--- src/rtl/ps2_led_tx.sv ---
// ps2_led_tx: host-side PS/2 transmitter that pushes the 0xED "set LEDs" command plus LED byte.
// Optional macro PS2_LED_ACK_WAIT_EN: wait for a 0xFA reply after each byte instead of a fixed gap.
module ps2_led_tx #(
    parameter int unsigned INHIBIT_CYCLES = 5000,
    parameter int unsigned TIMEOUT_CYCLES = 1000000,
    parameter int unsigned GAP_CYCLES     = 50000
) (
    input  logic       clk,
    input  logic       reset,
    input  logic       ps2_clk_in,
    input  logic       ps2_data_in,
    output logic       ps2_clk_oe,
    output logic       ps2_data_oe,
    input  logic       alpha_state,
    input  logic       turbo_state,
    input  logic [0:7] scancode,
    input  logic       trigger,
    output logic       busy,
    output logic       error
);
    localparam int unsigned MAX_A      = (INHIBIT_CYCLES > TIMEOUT_CYCLES) ? INHIBIT_CYCLES : TIMEOUT_CYCLES;
    localparam int unsigned MAX_CYCLES = (MAX_A > GAP_CYCLES) ? MAX_A : GAP_CYCLES;
    localparam int unsigned CNT_W      = $clog2(MAX_CYCLES + 1);
    localparam int unsigned EDGE_W     = 4;
    localparam logic [7:0]  CMD_LED    = 8'hED;

    typedef enum logic [2:0] {IDLE, SEND_CMD, WAIT1, SEND_LED, WAIT2} state_t;
    typedef enum logic [1:0] {PH_INHIBIT, PH_START, PH_BITS} phase_t;

    state_t              state_q, state_d;
    phase_t              phase_q, phase_d;
    logic [CNT_W-1:0]    cnt_q, cnt_d, cnt_inc;
    logic [EDGE_W-1:0]   edge_q, edge_d, edge_next;
    logic [7:0]          target_q, target_d, last_q, last_d;
    logic                clk_oe_q, clk_oe_d, data_oe_q, data_oe_d;
    logic                busy_q, busy_d, error_q, error_d;
    logic [1:0]          clk_sync, data_sync;
    logic                clk_prev, ps2_fall;
    logic [7:0]          led_req, tx_byte;
    logic                parity_bit, timeout_hit, abort, byte_done, wait_done;

`ifndef PS2_LED_ACK_WAIT_EN
    logic unused_reply;
    assign unused_reply = ^{scancode, trigger};
`endif

    // Two-flop line synchronisers plus a history flop for falling-edge detection
    always_ff @(posedge clk) begin
        if (reset) begin
            clk_sync  <= '0;
            data_sync <= '0;
            clk_prev  <= 1'b0;
        end else begin
            clk_sync  <= {clk_sync[0], ps2_clk_in};
            data_sync <= {data_sync[0], ps2_data_in};
            clk_prev  <= clk_sync[1];
        end
    end

    assign ps2_fall = clk_prev & ~clk_sync[1];

    always_ff @(posedge clk) begin
        if (reset) begin
            state_q   <= IDLE;
            phase_q   <= PH_INHIBIT;
            cnt_q     <= '0;
            edge_q    <= '0;
            target_q  <= '0;
            last_q    <= '0;
            clk_oe_q  <= 1'b0;
            data_oe_q <= 1'b0;
            busy_q    <= 1'b0;
            error_q   <= 1'b0;
        end else begin
            state_q   <= state_d;
            phase_q   <= phase_d;
            cnt_q     <= cnt_d;
            edge_q    <= edge_d;
            target_q  <= target_d;
            last_q    <= last_d;
            clk_oe_q  <= clk_oe_d;
            data_oe_q <= data_oe_d;
            busy_q    <= busy_d;
            error_q   <= error_d;
        end
    end

    always_comb begin
        state_d     = state_q;
        phase_d     = phase_q;
        cnt_d       = cnt_q;
        edge_d      = edge_q;
        target_d    = target_q;
        last_d      = last_q;
        clk_oe_d    = clk_oe_q;
        data_oe_d   = data_oe_q;
        error_d     = 1'b0;
        abort       = 1'b0;
        byte_done   = 1'b0;
        wait_done   = 1'b0;
        led_req     = {5'b0, alpha_state, 1'b0, turbo_state};
        tx_byte     = (state_q == SEND_LED) ? target_q : CMD_LED;
        parity_bit  = ~^tx_byte;
        cnt_inc     = cnt_q + CNT_W'(1);
        edge_next   = edge_q + EDGE_W'(1);
        timeout_hit = (cnt_q == CNT_W'(TIMEOUT_CYCLES - 1));

        case (state_q)
            IDLE: begin
                if (led_req != last_q) begin
                    target_d  = led_req;
                    state_d   = SEND_CMD;
                    phase_d   = PH_INHIBIT;
                    cnt_d     = '0;
                    edge_d    = '0;
                    clk_oe_d  = 1'b1;
                    data_oe_d = 1'b0;
                end
            end
            SEND_CMD, SEND_LED: begin
                case (phase_q)
                    PH_INHIBIT: begin
                        cnt_d = cnt_inc;
                        if (cnt_q == CNT_W'(INHIBIT_CYCLES - 1)) begin
                            phase_d   = PH_START;
                            data_oe_d = 1'b1;
                        end
                    end
                    PH_START: begin
                        phase_d  = PH_BITS;
                        clk_oe_d = 1'b0;
                        cnt_d    = '0;
                    end
                    default: begin
                        // Device clocks the frame; the host changes data right after each falling edge
                        if (ps2_fall) begin
                            cnt_d  = '0;
                            edge_d = edge_next;
                            if (edge_next <= EDGE_W'(8)) begin
                                data_oe_d = ~tx_byte[edge_q[2:0]];
                            end else if (edge_next == EDGE_W'(9)) begin
                                data_oe_d = ~parity_bit;
                            end else if (edge_next == EDGE_W'(10)) begin
                                data_oe_d = 1'b0;
                            end else if (data_sync[1]) begin
                                abort = 1'b1;
                            end else begin
                                byte_done = 1'b1;
                            end
                        end else if (timeout_hit) begin
                            abort = 1'b1;
                        end else begin
                            cnt_d = cnt_inc;
                        end
                    end
                endcase
            end
            WAIT1, WAIT2: begin
`ifdef PS2_LED_ACK_WAIT_EN
                if (trigger) begin
                    if (scancode == 8'hFA) begin
                        wait_done = 1'b1;
                    end else begin
                        abort = 1'b1;
                    end
                end else if (timeout_hit) begin
                    abort = 1'b1;
                end else begin
                    cnt_d = cnt_inc;
                end
`else
                if (cnt_q == CNT_W'(GAP_CYCLES - 1)) begin
                    wait_done = 1'b1;
                end else begin
                    cnt_d = cnt_inc;
                end
`endif
            end
            default: begin
                state_d = IDLE;
            end
        endcase

        if (byte_done) begin
            state_d = (state_q == SEND_CMD) ? WAIT1 : WAIT2;
            cnt_d   = '0;
        end

        if (wait_done) begin
            cnt_d = '0;
            if (state_q == WAIT1) begin
                state_d  = SEND_LED;
                phase_d  = PH_INHIBIT;
                edge_d   = '0;
                clk_oe_d = 1'b1;
            end else begin
                state_d = IDLE;
                last_d  = target_q;
            end
        end

        // Failures give up on this request: no retry until the LED inputs change again
        if (abort) begin
            state_d   = IDLE;
            cnt_d     = '0;
            clk_oe_d  = 1'b0;
            data_oe_d = 1'b0;
            error_d   = 1'b1;
            last_d    = target_q;
        end

        busy_d = (state_d != IDLE);
    end

    assign ps2_clk_oe  = clk_oe_q;
    assign ps2_data_oe = data_oe_q;
    assign busy        = busy_q;
    assign error       = error_q;
endmodule

--- config.mk ---
export PLATFORM = sky130hd
export DESIGN_NAME = ps2_led_tx
export DESIGN_NICKNAME = d
export VERILOG_FILES = /design/src/rtl/ps2_led_tx.sv
export SDC_FILE = /design/constraint.sdc
export NUM_CORES = 1
export LEC_CHECK = 0
export CAP_MARGIN = 20
export CORE_ASPECT_RATIO = 1.25
export CORE_MARGIN = 5
export CORE_UTILIZATION = 46
export DETAILED_ROUTE_END_ITERATION = 10
export PLACE_DENSITY = 0.66
export SYNTH_ARGS = -nofsm -noshare
export SYNTH_HDL_FRONTEND = slang
export SYNTH_SLANG_ARGS = --single-unit
--- constraint.sdc ---
create_clock -name clk -period 3.38 [get_ports clk]
set_clock_uncertainty 0.1 [all_clocks]
set_input_delay 0.676 -clock clk [delete_from_list [all_inputs] [get_ports clk]]
set_output_delay 0.676 -clock clk [all_outputs]
set_load 0.05 [all_outputs]
* Word level (Yosys, flattened, before mapping)
Index checks and enable logic that the tools add are counted.
Widths: inputs -> output; s select.
** Storage, ports and cells
- Register bits :: 48
- Output and inout port bits :: 4
** Operators by class
- $add $sub $neg :: 2
- Bitwise logic cells :: 4
- Mux-type cells :: 62
- Reduce and logical (&&, ||, !) cells :: 17
- Eq/ne operators :: 19
- $lt $le $gt $ge :: 2
** Operators by type and width (count)
- $mux 20 :: 4
- $pmux 20 s3 :: 1
- $pmux 20 s2 :: 1
- $mux 8 :: 4
- $mux 1 :: 29
- $add 20x1->20 const B :: 1
- $eq 20x13->1 const B :: 1
- $eq 20x16->1 const B :: 1
- $eq 20x20->1 const B :: 1
- $mux 4 :: 5
- $mux 3 :: 5
- $mux 2 :: 5
- $ne 5x5->1 const B :: 2
- $eq 4x4->1 const B :: 2
- $ne 2x2->1 const B :: 4
- $ne 3x8->1 :: 1
- $pmux 2 s2 :: 2
- $pmux 4 s2 :: 1
- $reduce_or 2->1 :: 4
- $reduce_or 4->1 :: 2
- $reduce_xnor 8->1 :: 1
- $eq 3x2->1 const B :: 2
- $ne 3x3->1 const B :: 2
- $pmux 1 s2 :: 3
- 17 further kinds :: 22

* Logic depth before layout (Yosys ltp)
- Depth in word-level cells :: 12
- Mapped depth :: 9
- Depth with buffers taken out :: 7

* Worst setup path before layout
OpenSTA, ideal clock, no wires.
- Path kind :: in2reg
- Start :: input turbo_state
- End :: register cnt_q[13]
- Data required time :: 3206 ps
- Stages on the path :: 7
- Setup time :: 74 ps
- Path slack :: 879 ps
- Arrival :: 2327 ps
- Path through :: xor2_1 nor2_1 a21o_1 or4_1 buf_2 or4_1 a21oi_1
** On the way
- Cells in the longest elaborated chain, start to end :: 3
** RTL lines
- from (decl) :: RTL line 15 : input logic turbo_state,
- $ne 3x8->1 :: RTL line 110 : if (led_req != last_q) begin
- $ne 2x2->1 (no source line)
- $reduce_and 4->1 (no source line)
- to (signal assigned) :: RTL line 77 : cnt_q <= cnt_d;
- to (decl) :: RTL line 32 : logic [CNT_W-1:0] cnt_q, cnt_d, cnt_inc;
Every way passes these cells.
A chain may end at the register's enable or synchronous reset.

* Final worst setup path
- Start :: input alpha_state
- End :: register cnt_q[9]
** On the way
- Cells in the longest elaborated chain, start to end :: 3
** RTL lines
- from (decl) :: RTL line 14 : input logic alpha_state,
- $ne 3x8->1 :: RTL line 110
- $ne 2x2->1 (no source line)
- $reduce_and 4->1 (no source line)
Every way passes these cells.

==> flow_summary.ini <==
[synthesis]
async_flop_share_pct = 0
ys_types = 50
synth-xor-area-share_pct = 4.53
ys_seq_elements = 42
seq_area_frac_synth_pct = 36.2
synth-main-ff-cell = dfxtp_1
synth_fa_ha_area_share_pct = 2.69
synth-edff-count = 0
synth_top_family_by_area = simple AND/OR/NAND/NOR gates
synth_compound_area_share_pct = 18.3
avgSynthCellArea_sq_um = 8.23
netlist_area_sq_mm = 0.00232
yosysWarnings = 0
synth-simple-area-share_pct = 31.2
synthMuxAreaShare_pct = 2.64
synthCells = 282
syn-num-nets = 302

[sta]
slew_headroom_pct = 64.5
tns_ps = 0
setup_viol = 0
finalHoldViolCount = 0
tightestPinTransition_ps = 528
slew_viol_final = 0
finalCritPeriodShare_pct = 87.5
rsz0062_at_grt = no
layout_setup_ws_ps = 421
fin_crit_ps = 2960
max_freq_mhz = 338

[detailed_routing]
vias = 2089
wire_per_inst_um = 15.0
routed_wl_um = 5270
drt_first_pass_iters = 4
drc = 0
dr.first_iter.drc_count = 159
postRouteAntennaNets = 0
avgViaCountPerCell = 5.95

[clock_tree]
insertion_delay_ps = 290
cts_buffers = 5
cts-resized-gates = 0
cts_hold_buf = 0
cts_setup_buffers = 0
cts_tree = done
cts_sinks = 42
ctsHtreeMaxLevel = 2
ctsRootBufferMaster = clkbuf_8
cts.clk_slew.worst_paths_ps = 70
cts.path.max_buffers = 2

[min_path]
hold_path_depth = 1
min_to = clk_sync[1]
min_from = clk_sync[0]
hold_path.class = flip-flop to flip-flop

[critical_path]
critPathKind = input port to flip-flop
rr_worst_depth = 9
end_kind = flip-flop
cp_max_fo = 10
rr_startpoint = cnt_q[0]
rr_endpoint = cnt_q[9]
crit_arrival_ps = 3070
worstPathRequired_ps = 3490
worst-r2r-setup-slack_ps = 530
cp-start-kind = input port

[finish]
drive_above_1_share_pct = 7.27
multiInputGateArea_sq_mm = 0.00138
n_antenna_cell = 0
syn2layout_area_growth_pct = 10.7
seqCellArea_sq_um = 841
fill_cells = 486
nets = 309

[power_and_ir_drop]
powerDensity_mw_per_mm2 = 380
peakVddDrop_v = 0.000247
p_leak_nw = 0.844

[grt]
grt_pass1_vias = 2011
grt_pass1_wl_um = 9130
antenna_found_initial = 0
grt_max_degree = 20
grt_overflow_total = 0
grtUsageTotal_pct = 17.7

[die]
initial_utilization_pct = 46.4
die_h_um = 89.4
num_rows = 29
core_sq_mm = 0.00501
pin_count = 19
dieArea_sq_mm = 0.00658
die_w_um = 73.6

[place]
portBuffers = 9
pre_cts_ws_ps = 147
routabilityCongestion = 0.922
dp.final_hpwl_um = 3980

[status]
status = finished clean

[flow_run]
maxCapViolCount = 0
kinds of logic after synthesis:
group                      count (synthesis)
and+or+nand+nor                          127
muxes                                      6
AOI/OAI and AO/OA                         67
buffers and inverters                     23
adders and majority gates                  5
DFF                                       42
xor gates and xnor gates                  12
area by class of cell:
type / count / area share (%)
well taps: 62 / 3.02
flip-flops and latches: 42 / 32.7
clock buffers: 6 / 3.21
repair buffers: 14 / 4.96
inverters: 9 / 1.31
clock inverters: 1 / 1.17
multi-input cells: 217 / 53.6
how the worst max path moves through the flow:
stage                      startpoint  cells after the start        end  slack, ps
final                     alpha_state                      8   cnt_q[9]        420
after detailed placement  turbo_state                      8   cnt_q[9]        150
after global routing      turbo_state                      8   cnt_q[9]        350
after floorplan           turbo_state                      7  cnt_q[13]        880
after CTS                 turbo_state                      8   cnt_q[9]        450
after global placement    alpha_state                      8  cnt_q[11]        200
critical path: stages:
cell	delay, ps
clkdlybuf4s50_1	480
xor2_1	200
nor2_1	110
a21o_1	210
or4_1	640
buf_4	240
or3_1	350
a21oi_1	160
metrics by stage:
step                hold slack (ps)  cells  util, %  power (mW)  area (sq um)
global route                    370    351     51.3        1.02          2570
finish                          341    351     51.3       0.978          2570
floorplan                       314    282        -       0.568          2320
CTS                             348    351     51.3       0.992          2570
global placement                328    344     49.1       0.593          2460
detailed placement              330    344     49.1       0.594          2460
flip-flops by register name (all words and copies together) (netlist names):
register	flops
last_q	2
edge_q	4
cnt_q	20
state_q	3
data_sync	2
phase_q	2
ps2_clk_oe	1
error	1
target_q	2
clk_prev	1
ps2_data_oe	1
clk_sync	2
busy	1
synthesized netlist by cell type, types with 2 or more instances:
library cell,n,share of area (%)
a21oi_1,23,5.0
a22oi_1,3,0.97
a311oi_1,2,0.75
a31oi_1,4,1.1
a32oi_1,2,0.75
and2_1,3,0.81
and3_1,3,0.81
buf_2,4,0.86
clkbuf_1,8,1.3
dfxtp_1,42,36
ha_1,5,2.7
inv_1,9,1.5
mux2i_1,5,2.2
nand2_1,16,2.6
nand2b_1,5,1.3
nand3_1,13,2.8
nand3b_1,3,0.97
nand4_1,8,2.2
nor2_1,27,4.4
nor2b_1,9,2.4
nor3_1,6,1.3
nor3b_1,2,0.65
nor4_1,2,0.54
o21ai_0,13,2.8
o22ai_1,2,0.54
o31ai_1,10,3.2
or3_1,9,2.4
or4_1,11,3.6
or4_4,2,0.97
xnor2_1,5,1.9
xor2_1,7,2.6
per-layer routing:
metal	vias to the layer above	GRT usage, %	wire [um]
met3	12	3.26	159
met4	0	7.58	123
li1	1052	-	-
met2	29	32.1	2730
met5	-	0	0
met1	996	20.1	2260
layout by cell type (no fill, tap or decap), types with 2 or more instances in the layout:
cell              n
ha_1              5
nand2_1          16
o22ai_1           2
a22oi_1           3
nor2b_1           9
nor4_1            2
nand3b_1          3
nor3b_1           2
or4_4             2
nor3_1            6
a21oi_1          23
nand3_1          13
nand4_1           8
dfxtp_1          42
nand2b_1          5
a311oi_1          2
mux2i_1           5
clkdlybuf4s50_1   9
a32oi_1           2
and3_1            3
o31ai_1          10
buf_4             5
clkbuf_8          6
nor2_1           27
o21ai_0          13
and2_1            3
a31oi_1           4
inv_1             9
or4_1            11
xor2_1            7
xnor2_1           5
or3_1             9
report_power, final:
group	internal, mW	total (mW)	switching, mW
Sequential	0.504	0.512	0.00793
Clock	0.236	0.396	0.160
Combinational	0.0285	0.0698	0.0414
Total	0.768	0.978	0.209
Power figures use the tool's default switching activity.
